===== src/rtl/seq_bit_tx.sv =====
// seq_bit_tx: serial bit-stream transmitter.
// Accepts a WIDTH-bit word over a valid/ready handshake, shifts it out MSB
// first one bit per clock, then holds the line idle for GAP cycles.
//
// Build option: SEQ_TX_PARITY_EN adds an even-parity bit after the data bits.
//
// Ports:
//   clk        rising-edge clock
//   rst        asynchronous, active-high reset
//   in_valid   parallel word available
//   in_data    parallel word, sampled on handshake
//   in_ready   ready to accept a word (IDLE only)
//   out        serial bit (0 when no frame bit is on the wire)
//   out_valid  out carries a frame bit
//   busy       frame or gap in progress
//   done       pulse on the last frame bit
//
// state   | meaning
// S_IDLE  | waiting for a word, in_ready high
// S_SHIFT | data bits on the wire, counter = bits left after current one
// S_PAR   | parity bit on the wire (parity build only)
// S_GAP   | forced idle between frames, counter = gap cycles left minus one
//
// Every output is a flop: the next-cycle value is decoded together with the
// next state and registered alongside it.

module seq_bit_tx #(
    parameter int WIDTH = 8,
    parameter int GAP   = 2
) (
    input  logic             clk,
    input  logic             rst,
    input  logic             in_valid,
    input  logic [WIDTH-1:0] in_data,
    output logic             in_ready,
    output logic             out,
    output logic             out_valid,
    output logic             busy,
    output logic             done
);

    // Wide enough for WIDTH-1 (max 31) and GAP-1 (max 14).
    localparam int CW = $clog2((WIDTH > 16) ? WIDTH : 16);
    localparam logic [CW-1:0] CNT_LOAD = CW'(WIDTH - 1);
    localparam logic [CW-1:0] GAP_LOAD = CW'((GAP > 0) ? (GAP - 1) : 0);

`ifdef SEQ_TX_PARITY_EN
    typedef enum logic [1:0] {S_IDLE, S_SHIFT, S_GAP, S_PAR} state_t;
`else
    typedef enum logic [1:0] {S_IDLE, S_SHIFT, S_GAP} state_t;
`endif

    state_t           r_state, w_state_nx;
    logic [WIDTH-1:0] r_sreg, w_sreg_nx;
    logic [CW-1:0]    r_cnt, w_cnt_nx;
    logic             r_out, w_out_nx;
    logic             r_out_valid, w_out_valid_nx;
    logic             r_busy, w_busy_nx;
    logic             r_done, w_done_nx;
    logic             r_in_ready, w_in_ready_nx;
    logic             w_frame_end;
`ifdef SEQ_TX_PARITY_EN
    logic             r_par, w_par_nx;
`endif

    always_comb begin
        w_state_nx     = r_state;
        w_sreg_nx      = r_sreg;
        w_cnt_nx       = r_cnt;
        w_out_nx       = 1'b0;
        w_out_valid_nx = 1'b0;
        w_busy_nx      = 1'b0;
        w_done_nx      = 1'b0;
        w_in_ready_nx  = 1'b0;
        w_frame_end    = 1'b0;
`ifdef SEQ_TX_PARITY_EN
        w_par_nx       = r_par;
`endif

        case (r_state)
            S_IDLE: begin
                if (in_valid && r_in_ready) begin
                    // MSB goes straight to the output flop; the register keeps the rest.
                    w_state_nx     = S_SHIFT;
                    w_out_nx       = in_data[WIDTH-1];
                    w_sreg_nx      = {in_data[WIDTH-2:0], 1'b0};
                    w_cnt_nx       = CNT_LOAD;
                    w_out_valid_nx = 1'b1;
                    w_busy_nx      = 1'b1;
`ifdef SEQ_TX_PARITY_EN
                    w_par_nx       = ^in_data;
`endif
                end else begin
                    w_in_ready_nx = 1'b1;
                end
            end

            S_SHIFT: begin
                if (r_cnt != '0) begin
                    w_out_nx       = r_sreg[WIDTH-1];
                    w_sreg_nx      = {r_sreg[WIDTH-2:0], 1'b0};
                    w_cnt_nx       = r_cnt - CW'(1);
                    w_out_valid_nx = 1'b1;
                    w_busy_nx      = 1'b1;
`ifndef SEQ_TX_PARITY_EN
                    w_done_nx      = (r_cnt == CW'(1));
`endif
                end else begin
`ifdef SEQ_TX_PARITY_EN
                    w_state_nx     = S_PAR;
                    w_out_nx       = r_par;
                    w_out_valid_nx = 1'b1;
                    w_busy_nx      = 1'b1;
                    w_done_nx      = 1'b1;
`else
                    w_frame_end    = 1'b1;
`endif
                end
            end

`ifdef SEQ_TX_PARITY_EN
            S_PAR: begin
                w_frame_end = 1'b1;
            end
`endif

            S_GAP: begin
                if (r_cnt == '0) begin
                    w_state_nx    = S_IDLE;
                    w_in_ready_nx = 1'b1;
                end else begin
                    w_cnt_nx  = r_cnt - CW'(1);
                    w_busy_nx = 1'b1;
                end
            end

            default: begin
                w_state_nx    = S_IDLE;
                w_in_ready_nx = 1'b1;
            end
        endcase

        if (w_frame_end) begin
            if (GAP > 0) begin
                w_state_nx = S_GAP;
                w_cnt_nx   = GAP_LOAD;
                w_busy_nx  = 1'b1;
            end else begin
                w_state_nx    = S_IDLE;
                w_in_ready_nx = 1'b1;
            end
        end
    end

    always_ff @(posedge clk or posedge rst) begin
        if (rst) begin
            r_state     <= S_IDLE;
            r_sreg      <= '0;
            r_cnt       <= '0;
            r_out       <= 1'b0;
            r_out_valid <= 1'b0;
            r_busy      <= 1'b0;
            r_done      <= 1'b0;
            r_in_ready  <= 1'b1;
`ifdef SEQ_TX_PARITY_EN
            r_par       <= 1'b0;
`endif
        end else begin
            r_state     <= w_state_nx;
            r_sreg      <= w_sreg_nx;
            r_cnt       <= w_cnt_nx;
            r_out       <= w_out_nx;
            r_out_valid <= w_out_valid_nx;
            r_busy      <= w_busy_nx;
            r_done      <= w_done_nx;
            r_in_ready  <= w_in_ready_nx;
`ifdef SEQ_TX_PARITY_EN
            r_par       <= w_par_nx;
`endif
        end
    end

    assign in_ready  = r_in_ready;
    assign out       = r_out;
    assign out_valid = r_out_valid;
    assign busy      = r_busy;
    assign done      = r_done;

endmodule


===== config.mk =====
export PLATFORM = sky130hd
export DESIGN_NAME = seq_bit_tx
export DESIGN_NICKNAME = d
export VERILOG_FILES = /design/src/rtl/seq_bit_tx.sv
export SDC_FILE = /design/constraint.sdc
export NUM_CORES = 1
export LEC_CHECK = 0
export CORE_ASPECT_RATIO = 1.2
export CORE_MARGIN = 1
export CORE_UTILIZATION = 45
export DETAILED_ROUTE_END_ITERATION = 8
export PLACE_DENSITY = 0.74
export SYNTH_ARGS = -nofsm -noshare
export SYNTH_HDL_FRONTEND = slang
export SYNTH_SLANG_ARGS = --single-unit

===== constraint.sdc =====
create_clock -name clk -period 1.6 [get_ports clk]
set_input_delay 0.32 -clock clk [delete_from_list [all_inputs] [get_ports clk]]
set_output_delay 0.32 -clock clk [all_outputs]
set_load 0.03 [all_outputs]

# Word level (Yosys, flattened, before mapping)
# Cells that the tools add are included.
[word_totals]
out_inout_bits = 5
in_bits = 11
elab_cells = 56
ff_bits = 19
[classes]
reduce_logical = 9
addsub = 1
n_eq_ne = 10
n_mux = 28
[op_table]
columns = ["operator", "n"]
rows = [
  ["$mux W4", 4],
  ["$mux W8", 2],
  ["$pmux W8 S2", 1],
  ["$mux W1", 12],
  ["$ne A3 B3 Y1 const B", 4],
  ["$pmux W4 S3", 1],
  ["$reduce_bool A4 Y1", 2],
  ["$mux W2", 3],
  ["$ne A2 B2 Y1 const B", 3],
  ["$pmux W1 S3", 2],
  ["$pmux W2 S3", 1],
  ["$reduce_and A3 Y1", 2],
  ["$eq A4 B1 Y1 const B", 1],
  ["$logic_not A4 Y1", 1],
  ["$pmux W1 S2", 2],
  ["$reduce_and A4 Y1", 1],
  ["$sub A4 B1 Y4 const B", 1],
  ["$eq A2 B1 Y1 const B", 1],
  ["$eq A2 B2 Y1 const B", 1],
  ["$logic_not A2 Y1", 1],
  ["$reduce_bool A2 Y1", 1],
  ["$logic_and A1 B1 Y1", 1],
]

# Longest topological paths before layout
[depth]
depth_word = 5
mapped_depth = 8
ltp_nobuf = 6

# Worst setup path before layout
# No wires, ideal clock.
[synth_path]
path_type = "register -> register"
start = "register r_state[0]"
end = "register r_cnt[0]"
synth_period_minus_slack_ns = 1.605
required_ns = 1.482
stages_incl_launch_ff = 7
n_path_buf = 0
slack_ns = -0.005
arrival_ns = 1.487
cell_sequence = "dfrtp_1 -> inv_1 -> ha_1 -> a21boi_1 -> a311oi_2 -> a31oi_1 -> a21o_1"
[synth_via]
elab_chain_cells = 4
word_cells_on_any_way = 11
cone_classes = "eq/ne: 5; mux: 3; reduce/logical: 3"
[synth_lines]
columns = ["item", "line", "rtl"]
rows = [
  ["start: declaration", "53", "state_t r_state, w_state_nx;"],
  ["start signal: assignment", "169", "r_state <= w_state_nx;"],
  ["$eq A2 B1 Y1", "80", "case (r_state)"],
  ["$mux W1", "80", ""],
  ["$ne A3 B3 Y1 (no line) / $reduce_bool A4 Y1 (equally long branches)", "-", ""],
  ["$reduce_and A4 Y1 (no line)", "-", ""],
  ["end signal: assignment", "171", "r_cnt <= w_cnt_nx;"],
  ["end: declaration", "55", "logic [CW-1:0] r_cnt, w_cnt_nx;"],
]
# Several ways; a longest one is shown, not always the timed one.
# A chain may end at the register's enable or synchronous reset.

# Worst setup path after layout
[layout_path]
start = "register r_cnt[0]"
end = "register r_cnt[0]"
[layout_via]
elab_chain_cells = 5
word_cells_on_any_way = 14
cone_classes = "add/sub: 1; eq/ne: 3; mux: 6; reduce/logical: 4"
[layout_lines]
columns = ["item"]
rows = [
  ["parallel branches: the longest is 5 deep, another holds $sub A4 B1 Y4"],
]
# Parallel ways; which one is timed is not known. The select of a mux whose other input is x is not followed.

==> summary.txt <==
Synthesis
  • Syn Inst Count: 101
  • Ys async rst share: 100%
  • Synthesized cell area: 998 um2
  • Dominant cell type by area after synthesis: dfrtp_1
  • Synth warnings: 0
  • Syn nets: 118
  • Primary FF master, synth: dfrtp_1
  • Yosys reg bits: 18
  • Post-synth EDFFs: 0
  • Commonest cells in the netlist: 17 x dfrtp_1, 10 x nor2_1, 9 x a21oi_1, 8 x nand2_1, 7 x inv_1
  • Area share of the largest cell type after synthesis: 42.6%
  • Synth area leaders: dfrtp_1 43%, ha_1 7.5%, mux2i_1 6.0%
  • Syn_area_per_cell: 9.89 um2
  • Most numerous cell in the Yosys netlist: dfrtp_1
  • Netlist cell types: 34
  • Register area share after synthesis: 45.2%

Hold path
  • Worst hold path type: input port to asynchronous set/reset pin

Global routing
  • First-pass GRT wire length: 3600 um
  • Gr usage total: 20.7%
  • Total grt overflow: 0
  • Initial antenna violation count: 0
  • Pin count of the biggest net entering global routing: 19
  • Vias in the first global route: 933

Place
  • Setup WS pre-CTS: -0.267 ns
  • Post-DP HPWL: 1590 um
  • GPL Wtd Cong: 0.853
  • Port bufs: 15

Drt
  • Pre-Repair DR Iteration Count: 4
  • Residual DRC: 0
  • Routed WL: 2390 um
  • Vias: 900
  • Wire length per cell after detailed routing: 14.1 um
  • Routed Antenna Nets: 0
  • Iter 0 DRT Violations: 13
  • Vias per cell: 5.33

Power
  • Clk pwr share: 8.2%
  • Sequential power share: 23.5%
  • Net switching power: 1.48 mW
  • Cell Pwr Density: 2400 nW/um2
  • Pint: 2.04 mW
  • Static Leakage: 0.677 nW
  • Sw frac: 42.1%
  • Peak VDD IR: 1.75 mV
  • Combinational share of power: 68.3%
  • Total design power: 3.52 mW

Worst setup path
  • Worst R2R Start: r_cnt[0]$_DFFE_PP0P_
  • R2r setup slk: -0.03 ns
  • Critical-path cell list: inv_2 -> ha_4 -> nor3b_4 -> buf_12 -> a311oi_4 -> a31oi_1 -> a21o_1
  • Crit path from: r_cnt[0]$_DFFE_PP0P_
  • Number of cells on the worst reg-to-reg path: 7
  • Critical path type: flip-flop to flip-flop
  • Startpoint types: flip-flop
  • CP required: 1.81 ns
  • Slowest CP cell: dfrtp_1
  • CP peak stage delay: 0.37 ns
  • CP Capture Type: flip-flop
  • R2R Path End: r_cnt[0]$_DFFE_PP0P_
  • Setup crit end: r_cnt[0]$_DFFE_PP0P_
  • Critical Path Fanout Max: 6
  • Arr. time, crit path: 1.83 ns

Flow run
  • Max Cap Viol: 0

Clocking
  • Sink Count: 18
  • CTS max path bufs: 2
  • CTS root buffer: clkbuf_4
  • Total CTS buffers: 3
  • Worst-path clk slew: 0.11 ns
  • H-tree Lvls: 1
  • CTS tree: yes
  • Worst-Skew Late Latency: 0.30 ns

Timing
  • Slew Limit Fails: 0
  • Slew at the pin with the worst max-slew slack: 0.335 ns
  • Worst slew margin: 77.6%
  • WHS: 0.316 ns
  • Final Setup Violations: 1
  • Max frequency: 0.614 GHz
  • Final min period: 1.63 ns
  • RSZ-0062 raised after global routing: true
  • Final count of hold timing violations: 0
  • Post-Route Skew: 0.00343 ns
  • Setup slack after layout: -0.0278 ns
  • Period utilization: 102%
  • Setup_tns: -0.0278 ns

Finish
  • Multi-input logic area: 564 um2
  • # diodes: 0
  • Register Area: 452 um2
  • Layout filler cell count: 160
  • Final net count: 157
  • Synth-to-layout area growth: 47.4%
  • Layout cells sized above 1: 32.4%

Outcome
  • Failing checks: setup timing
  • Status: complete, but fails checks

Floorplan
  • Core area: 2070 um2
  • I/O pins: 16
  • Die Ht: 53.6 um
  • Row cnt: 18
  • Die Width: 45 um
  • Initial Util: 48.2%
  • Die Area: 2410 um2
-- per-layer routing --
| layer | GRT usage [%] | up-vias | part of all wire, % |
|---|---|---|---|
| met5 | 0 | - | 0 |
| met4 | 11.6 | 0 | 2.0 |
| met3 | 3.36 | 5 | 3.1 |
| met2 | 37.9 | 24 | 55 |
| met1 | 22.1 | 439 | 40 |
| li1 | - | 432 | - |
-- flip-flops by register name, summed over array words and instances (netlist names) --
register   count
busy           1
done           1
in_ready       1
out            1
out_valid      1
r_cnt          4
r_sreg         7
r_state        2
-- critical path, delay by kind of cell (launching register included) --
family / cells / cell delay [ns]
compound gates: 3 / 0.65
flops: 1 / 0.37
buf+inv: 2 / 0.21
fa+ha+maj: 1 / 0.16
simple gates: 1 / 0.15
-- cell usage in the layout, fill, tap and decap left out, types with 2 or more instances in the layout --
cell             synthesis  final
buf_4                    1     20
dfrtp_1                 17     17
clkdlybuf4s50_1          0     10
nor2_1                  10      9
a21oi_1                  9      8
nand2_1                  8      7
mux2i_1                  6      6
inv_2                    0      4
o21ai_0                  4      4
dlygate4sd2_1            0      4
inv_1                    7      3
nand2b_1                 3      3
a31oi_1                  3      3
ha_1                     6      3
clkbuf_4                 0      3
o22ai_1                  2      2
nand3_1                  3      2
a21oi_2                  1      2
a21o_1                   2      2
ha_4                     0      2
buf_12                   0      2
-- power by group through the flow --
stage               sequential [mW]  clock [mW]  combinational [mW]
global route                  0.855       0.311                2.60
CTS                           0.823       0.292                2.15
finish                        0.830       0.289                2.41
floorplan                     0.912           0                1.14
detailed placement            0.825           0                1.87
global placement              0.819           0                1.80
-- timing repair --
| action | 4_1_cts | 5_1_grt |
|---|---|---|
| hold buffers | 0 | 0 |
| endpoints found under the hold margin | 0 | 0 |
| setup buffers | 2 | 2 |
| pin swaps | 4 | 5 |
| gates cloned | 0 | 1 |
| resized for setup | 15 | 9 |
| setup endpoints to repair | 15 | 14 |
-- final cells by class --
| class | instances | share of cell area [%] |
|---|---|---|
| clock buffer | 4 | 2.47 |
| tap | 30 | 2.55 |
| multi-input combinational | 72 | 38.4 |
| inverter | 7 | 1.79 |
| sequential | 18 | 30.7 |
| timing repair buffer | 38 | 24.1 |
-- cell families after synthesis --
logic type / Yosys count / share of synthesized area [%]
AO/OA/AOI/OAI: 30 / 20.4
adder cells (fa/ha/maj): 6 / 7.52
buffers and inverters: 11 / 5.39
flip-flops: 18 / 45.2
multiplexers: 6 / 6.02
AND/OR/NAND/NOR: 30 / 15.4
-- worst min-delay path by stage --
stage | from | end | depth (start not counted)
after global routing | rst | out$_DFF_PP0_ | 3
after CTS | rst | r_sreg[3]$_DFFE_PP0P_ | 3
final | rst | out_valid$_DFF_PP0_ | 3
after global placement | r_sreg[1]$_DFFE_PP0P_ | r_sreg[1]$_DFFE_PP0P_ | 1
after detailed placement | r_sreg[1]$_DFFE_PP0P_ | r_sreg[1]$_DFFE_PP0P_ | 1
after floorplan | rst | busy$_DFF_PP0_ | 1
-- metrics by stage --
stage | instance area [um2] | std cells | utilization [%]
floorplan | 998 | 101 | -
global placement | 1300 | 161 | 62.8
detailed placement | 1300 | 161 | 62.8
CTS | 1410 | 167 | 68.1
global route | 1470 | 169 | 71.0
finish | 1470 | 169 | 71.0
No activity file was read; power rests on OpenSTA's default activity.
